===== config.mk =====
export PLATFORM = sky130hd
export DESIGN_NAME = key_code_arbiter
export DESIGN_NICKNAME = d
export VERILOG_FILES = /design/src/rtl/key_code_arbiter.sv
export SDC_FILE = /design/constraint.sdc
export NUM_CORES = 1
export LEC_CHECK = 0
export ABC_AREA = 1
export BUFFER_PORTS_ARGS = -buffer_cell sky130_fd_sc_hd__buf_2
export CORE_MARGIN = 5
export CORE_UTILIZATION = 40
export CTS_CLUSTER_DIAMETER = 150
export DETAILED_ROUTE_END_ITERATION = 6
export SYNTH_ARGS = -nofsm -noshare
export SYNTH_HDL_FRONTEND = slang
export SYNTH_SLANG_ARGS = --single-unit

===== constraint.sdc =====
create_clock -name clock -period 2.4 [get_ports clock]
set_input_delay 0.36 -clock clock [delete_from_list [all_inputs] [get_ports clock]]
set_output_delay 0.36 -clock clock [all_outputs]
set_load 0.005 [all_outputs]

===== src/rtl/key_code_arbiter.sv =====
// Shares the synthesizer key_code input between the live keyboard and two demo players.
// Optional PREEMPT_EN: the keyboard preempts a demo owner through a forced release gap.
module key_code_arbiter #(
  parameter int GAP_CYCLES  = 16,
  parameter int HOLD_CYCLES = 256
) (
  input  logic       clock,
  input  logic       k_tr,
  input  logic [2:0] src_en,
  input  logic [7:0] code0,
  input  logic [7:0] code1,
  input  logic [7:0] code2,
  output logic [7:0] key_code,
  output logic [2:0] grant,
  output logic       busy
);

  localparam logic [1:0]  ST_IDLE   = 2'd0;
  localparam logic [1:0]  ST_OWN    = 2'd1;
  localparam logic [1:0]  ST_GAP    = 2'd2;
  localparam logic [7:0]  NO_KEY    = 8'hf0;
  localparam logic [15:0] HOLD_LAST = 16'(HOLD_CYCLES - 1);
  localparam logic [15:0] GAP_LAST  = 16'(GAP_CYCLES - 1);

  logic [1:0]  r_state;
  logic [1:0]  r_owner;
  logic [1:0]  r_pending;
  logic [1:0]  r_last_demo;
  logic [15:0] r_idle_cnt;
  logic [15:0] r_gap_cnt;
  logic [7:0]  r_key_code;
  logic [2:0]  r_grant;

  logic [2:0]  w_active;
  logic [1:0]  w_winner;
  logic [7:0]  w_winner_code;
  logic [7:0]  w_owner_code;
  logic [7:0]  w_pending_code;
  logic        w_owner_en;
  logic        w_owner_idle;

  function automatic logic [7:0] pick_code(input logic [1:0] sel, input logic [7:0] c0,
                                           input logic [7:0] c1, input logic [7:0] c2);
    case (sel)
      2'd0:    return c0;
      2'd1:    return c1;
      2'd2:    return c2;
      default: return NO_KEY;
    endcase
  endfunction

  function automatic logic [2:0] one_hot(input logic [1:0] sel);
    return 3'b001 << sel;
  endfunction

  assign w_active = src_en & {code2 != NO_KEY, code1 != NO_KEY, code0 != NO_KEY};

  // NOTE: every variable gets a default first so no path leaves it unassigned (no latch).
  always_comb begin
    w_winner = 2'd0;
    if (w_active[0])                     w_winner = 2'd0;
    else if (w_active[1] && w_active[2]) w_winner = (r_last_demo == 2'd1) ? 2'd2 : 2'd1;
    else if (w_active[1])                w_winner = 2'd1;
    else if (w_active[2])                w_winner = 2'd2;
  end

  assign w_winner_code  = pick_code(w_winner, code0, code1, code2);
  assign w_owner_code   = pick_code(r_owner, code0, code1, code2);
  assign w_pending_code = pick_code(r_pending, code0, code1, code2);
  assign w_owner_en     = |(src_en & one_hot(r_owner));
  assign w_owner_idle   = (w_owner_code == NO_KEY);

  // NOTE: sequential state uses non-blocking assignments so all registers update together.
  always_ff @(posedge clock or negedge k_tr) begin
    if (!k_tr) begin
      r_state     <= ST_IDLE;
      r_owner     <= 2'd0;
      r_pending   <= 2'd0;
      r_last_demo <= 2'd2;
      r_idle_cnt  <= '0;
      r_gap_cnt   <= '0;
      r_key_code  <= NO_KEY;
      r_grant     <= '0;
    end else begin
      case (r_state)
        ST_IDLE: begin
          if (|w_active) begin
            r_state    <= ST_OWN;
            r_owner    <= w_winner;
            r_grant    <= one_hot(w_winner);
            r_key_code <= w_winner_code;
            r_idle_cnt <= '0;
          end
        end
        ST_OWN: begin
          r_key_code <= w_owner_code;
          if (!w_owner_en || (w_owner_idle && r_idle_cnt == HOLD_LAST)) begin
            r_state    <= ST_IDLE;
            r_key_code <= NO_KEY;
            r_grant    <= '0;
            if (r_owner != 2'd0) r_last_demo <= r_owner;
          end
`ifdef PREEMPT_EN
          else if (r_owner != 2'd0 && w_active[0]) begin
            r_state     <= ST_GAP;
            r_pending   <= 2'd0;
            r_gap_cnt   <= '0;
            r_key_code  <= NO_KEY;
            r_grant     <= '0;
            r_last_demo <= r_owner;
          end
`endif
          else if (w_owner_idle) begin
            if (r_idle_cnt != 16'hffff) r_idle_cnt <= r_idle_cnt + 16'd1;
          end else begin
            r_idle_cnt <= '0;
          end
        end
        ST_GAP: begin
          if (r_gap_cnt == GAP_LAST) begin
            if (w_active[r_pending]) begin
              r_state    <= ST_OWN;
              r_owner    <= r_pending;
              r_grant    <= one_hot(r_pending);
              r_key_code <= w_pending_code;
              r_idle_cnt <= '0;
            end else begin
              r_state <= ST_IDLE;
            end
          end else if (r_gap_cnt != 16'hffff) begin
            r_gap_cnt <= r_gap_cnt + 16'd1;
          end
        end
        default: r_state <= ST_IDLE;
      endcase
    end
  end

  assign key_code = r_key_code;
  assign grant    = r_grant;
  assign busy     = (r_state != ST_IDLE);

endmodule


### Word level (Yosys, flattened, before mapping)

Cells that the tools add are included.

| storage, ports and cells | value |
|---|---|
| register bits | 49 |
| input port bits | 29 |
| output and inout port bits | 12 |

| operators by class | value |
|---|---|
| add/subtract/negate cells | 2 |
| order comparisons | 1 |
| equal/unequal tests | 23 |
| shifts and indexed selects | 3 |
| mux-type cells | 36 |
| bitwise gates (word level) | 3 |
| reduce and logical (&&, ||, !) cells | 21 |

Operators by type and width:

| operator | number |
|---|---|
| $mux 16 | 6 |
| $pmux 8 s3 | 4 |
| $pmux 16 s3 | 1 |
| $add 16x1->16 const B | 2 |
| $mux 8 | 4 |
| $ne 16x16->1 const B | 2 |
| $ne 8x8->1 const B | 3 |
| $mux 2 | 11 |
| $eq 16x4->1 const B | 1 |
| $eq 16x8->1 const B | 1 |
| $mux 3 | 4 |
| $eq 2x1->1 const B | 5 |
| $ne 2x2->1 const B | 5 |
| $pmux 3 s3 | 1 |
| $reduce_and 3->1 | 3 |
| $shl 1x2->3 const A | 3 |
| $eq 2x2->1 const B | 4 |
| $eq 8x8->1 const B | 1 |
| $logic_not 2->1 | 4 |
| $reduce_and 4->1 | 2 |
| $and 3x3->3 | 2 |
| $pmux 2 s3 | 1 |
| $reduce_and 6->1 | 1 |
| $reduce_bool 2->1 | 3 |
| other kinds (12) | 15 |

### Depth between registers and ports, before layout

| depth | value |
|---|---|
| word-level depth | 10 |
| mapped depth | 14 |
| gate-level depth less buffers | 12 |

### Worst setup path before layout

No wires, ideal clock.

| timing path | value |
|---|---|
| kind | register to register |
| start point | reg r_idle_cnt[0] |
| end point | reg r_idle_cnt[11] |
| setup time | 0.117 ns |
| arrival | 1.694 ns |
| required time | 2.283 ns |
| path slack | 0.590 ns |
| stages on the path, launching flop included | 12 |
| buffers on the path | 1 |
| clock period less this slack | 1.810 ns |
| path through | dfrtp_1 > ha_1 > nand3_1 > nor2_1 > nand2_1 > nor2_2 > nand2_1 > nor2_1 > nand3_4 > buf_2 > nand3_1 > nand2_1 |

| on the way | value |
|---|---|
| word-level cells in the longest chain between the ends | 5 |

Ends and longest elaborated chain:

| item | RTL line | text |
|---|---|---|
| start: declaration | 29 | `logic [15:0] r_idle_cnt;` |
| start signal: assignment | 114 | `if (r_idle_cnt != 16'hffff) r_idle_cnt <= r_idle_cnt + 16'd1;` |
| $add 16x1->16 / $eq 16x8->1 (equally long branches) | 114, 97 |  |
| $mux 16 / $logic_and 1x1->1 (equally long branches) | 114, 97 |  |
| $mux 16 / $logic_or 1x1->1 (equally long branches) | 113, 97 |  |
| $mux 16 / $ne 2x2->1 (equally long branches) | - |  |
| $pmux 16 s3 / $reduce_and 6->1 (equally long branches) | - |  |

Several ways; a longest one is shown, not always the timed one. The select of a mux whose other input is x is not followed.
A chain may end at the register's enable or synchronous reset.

### Final worst setup path

| timing path | value |
|---|---|
| start point | reg r_owner[0] |
| end point | reg r_idle_cnt[4] |

| on the way | value |
|---|---|
| word-level cells in the longest chain between the ends | 7 |

Ends and longest elaborated chain:

| item | RTL line | text |
|---|---|---|
| start: declaration | 26 | `logic [1:0] r_owner;` |
| start signal: assignment | 89 | `r_owner <= w_winner;` |
| start signal: assignment | 123 | `r_owner <= r_pending;` |
| $eq 2x2->1, or another cell as far along | 44 | `case (sel)` |
| $pmux 8 s3 / $and 3x3->3 (equally long branches) | 44, 70 |  |
| $eq 8x8->1 / $reduce_or 3->1 (equally long branches) | 71, 70 |  |
| $logic_and 1x1->1 / $logic_not 1->1 (equally long branches) | 97 | `if (!w_owner_en \|\| (w_owner_idle && r_idle_cnt == HOLD_LAST)) begin` |
| $logic_or 1x1->1 | 97 |  |
| $ne 2x2->1 (no source line) | - |  |
| $reduce_and 6->1 (no source line) | - |  |

Several ways; a longest one is shown, not always the timed one. The select of a mux whose other input is x is not followed.

==> results.md <==
| Item | Reported |
| --- | --- |
| Register cell area after layout | 809.5 um2 |
| Overall die width | 87.07 um |
| Clock Tree Root | clkbuf_8 |
| Result of the run | finished clean |
| Die Ht | 87.07 um |
| RSZ-0062 raised after global routing | no |
| H-Tree Level Count | 2 |
| Sw power | 1.039 mW |
| Detailed Routing Iterations Pass 1 | 4 |
| Fraction of power consumed by combinational cells | 0.455 |
| All-Layer GR Usage | 0.1894 |
| Total power divided by cell area | 845.8 nW/um2 |
| Initial antenna violation count | 0 |
| Total leakage power | 1.316 nW |
| Category of the worst setup path capture point | flop |
| Post-route DRC | 0 |
| Sw Ratio | 0.4466 |
| Hold WC Path Type | input port to async pin |
| Number of buffers inserted during clock tree synthesis | 5 |
| DP Wirelength | 5.074 mm |
| Number of vias in the routed layout | 2534 |
| Area Growth Syn to Fin | 15.80% |
| Number of global-route vias before repair | 2405 |
| Least setup slack across all paths after layout | 0.3121 ns |
| Leading post-synthesis cells by instance count | nand2_1, nand3_1, nor2_1 |
| Share of the synthesized area in the top cell type | 0.2844 |
| Total of warnings raised by yosys | 2 |
| Peak per-stage delay on the critical path | 0.52 ns |
| Final ANT Viol Nets | 0 |
| WL per Instance | 13.80 um |
| Met3 capacity usage during global routing | 0.03122 |
| Number of filler instances in the final layout | 635 |
| Crit path required time | 2.62 ns |
| Final setup violation count | 0 |
| # rows | 28 |
| Dominant cell by count in the synthesized netlist | nand2_1 |
| Proportion of synthesized flip-flops having asynchronous set or reset | 1.000 |
| PnR Total Power | 2.327 mW |
| Syn Inst Count | 368 |
| Met2 track utilization from global routing | 0.3161 |
| Largest fanout on the critical path | 18 |
| Worst path slowest cell | dfrtp_2 |
| Syn_nets | 398 |
| Setup repair bufs after CTS | 0 |
| Global-route layer with the greatest usage | met2 |
| Avg Cell Area, Syn | 6.457 um2 |
| Number of buffers added on ports | 40 |
| Core box area | 5851 um2 |
| Startpoint type of the worst setup path | flop |
| Last weighted congestion value of the routability-driven placer | 0.8473 |
| Register-to-Register Path Depth | 12 |
| Most numerous cell on the critical path | nand2_1 |
| DIE AREA | 7581 um2 |
| Maximum number of pins on one net before global-route repair | 33 |
| Initial Utilization | 0.4061 |
| Slew at the pin closest to its max-slew limit | 0.7360 ns |
| Final setup skew | 0.005425 ns |
| Post-Place Worst Slack | 0.1812 ns |
| Pins Over Slew Limit | 0 |
| Top cells by area in the synthesized netlist | dfrtp_1, nand2_1, nand3_1, nor2_1, dfstp_2 |
| CTS tree | built |
| Post-layout min period | 2.088 ns |
| Num ports | 41 |
| Sequential area share after synthesis | 0.3397 |
| Remaining global-route overflow | 0 |
| Post-synth EDFFs | 0 |
| Arrival @ worst endpoint | 2.31 ns |
| Slew headroom | 0.5094 |
| CTS max path bufs | 2 |
| Combined area of the multi-input logic cells | 1371 um2 |
| Met1 Resource Use GR | 0.2503 |
| Summed instance area of the synthesized netlist | 2376 um2 |
| Drt first-iter violations | 110 |
| Number of max-cap violations | 0 |
| Maximum frequency from static timing analysis | 0.4790 GHz |
| Number of hold violations in the final report | 0 |
| Clock power frac | 0.201 |
| Critical setup path kind | flop to flop |
| Clock latency reported for the late side of the worst-skew pair | 0.28 ns |
| ANT cells | 0 |
| Cell accounting for the most synthesized area | dfrtp_1 |
| Number of buffers added to fix hold violations after cts | 0 |
| Fraction of final layout cells sized beyond drive strength 1 | 0.1820 |
| Portion of the clock cycle consumed by the worst path in the final layout | 0.8699 |
| Clk sinks | 32 |
| Worst-path cell chain | inv_2, nand2_2, nor2_1, nor2_2, nand2_1, nor2_2, nand3_1, nand3_2, nand2_4, nand2_4, nand2_1, nand2_1 |
| Post-synthesis sequential element count | 32 |
| Final wirelength | 6.721 mm |
| Clock-pin slew of the registers on the worst-case setup and hold paths | 0.07 ns |
| Total internal power | 1.288 mW |
| Primary flip-flop cell chosen by synthesis mapping | dfrtp_1 |
| Setup tns final | 0 ns |
| Nets | 441 |
| VDD IR max | 518.8 uV |
| Via-per-instance ratio | 5.203 |
| Proportion of power drawn by flip-flops and latches | 0.344 |
| Wire length of the first global-routing pass | 11.40 mm |
| Unique masters post-synth | 32 |
==> critical path: cells and delay by family (launching register included) <==
family,cells,cell delay (ns)
flip-flops,1,0.52
buffers and inverters,1,0.13
AND/OR/NAND/NOR,11,1.38
==> area by class of cell <==
type,count,share of cell area
Sequential cell,32,0.2942
Timing Repair Buffer,45,0.08640
Multi-Input combinational cell,290,0.4984
Inverter,37,0.05048
Tap cell,75,0.03411
Clock buffer,8,0.03638
==> placed cells by master, fill, tap and decap left out, types with 6 or more instances in the layout <==
cell / n
nand2_1: 97
dfrtp_1: 25
nor2_1: 51
buf_2: 40
nand4_1: 10
nor3_1: 12
inv_1: 33
clkbuf_8: 7
o21ai_0: 20
xor2_1: 6
nand3_1: 67
==> repair_timing <==
action / in CTS / in global routing
hold endpoints to repair: 0 / 0
gates resized for setup: 0 / 2
setup endpoints to repair: 0 / 16
==> per-layer routing <==
| metal | wire (um) | share of wire |
|---|---|---|
| met1 | 2970 | 0.44 |
| met2 | 3200 | 0.48 |
| met3 | 424 | 0.063 |
| met4 | 126 | 0.019 |
| met5 | 0 | 0 |
==> stage by stage <==
| stage | hold slack, ns | std cells | util | cell area (um2) |
|---|---|---|---|---|
| final | 0.1404 | 487 | 0.4703 | 2751 |
| after global routing | 0.1931 | 487 | 0.4703 | 2751 |
| after CTS | 0.1647 | 487 | 0.4698 | 2749 |
| after detailed placement | 0.4724 | 479 | 0.4527 | 2649 |
| after global placement | 0.4707 | 479 | 0.4527 | 2649 |
| after floorplan | 0.06441 | 368 | - | 2376 |
==> worst paths after layout <==
kind	start	to	slack, ns
worst min register to register	r_last_demo[0]	r_last_demo[0]	0.49
min in group clock	code0[0]	key_code[0]	0.32
worst max register to register	r_owner[0]	r_idle_cnt[4]	0.31
worst min-delay path	k_tr	grant[1]	0.14
max in group asynchronous	k_tr	r_owner[0]	1.75
worst max-delay path	r_owner[0]	r_idle_cnt[4]	0.31
==> logic make-up after synthesis <==
kind of cell,synth area share
and+or+nand+nor,0.4803
buffers and inverters,0.08320
DFF,0.3397
AOI/OAI and AO/OA,0.06583
xor gates and xnor gates,0.02580
adders and majority gates,0.005265
==> power groups by stage <==
stage               Clock (mW)  Combinational, mW  Sequential, mW
floorplan                    0              0.775           0.771
global placement             0               1.06           0.805
detailed placement           0               1.06           0.804
CTS                      0.481               1.07           0.797
global route             0.508               1.20           0.824
finish                   0.468               1.06           0.801
==> flip-flops by register name, summed over array words and instances, names as in the netlist <==
signal,cells
r_idle_cnt,16
key_code,8
grant,3
r_last_demo,2
r_owner,2
r_state,1
Note: power is estimated with default switching activity, not from simulation.
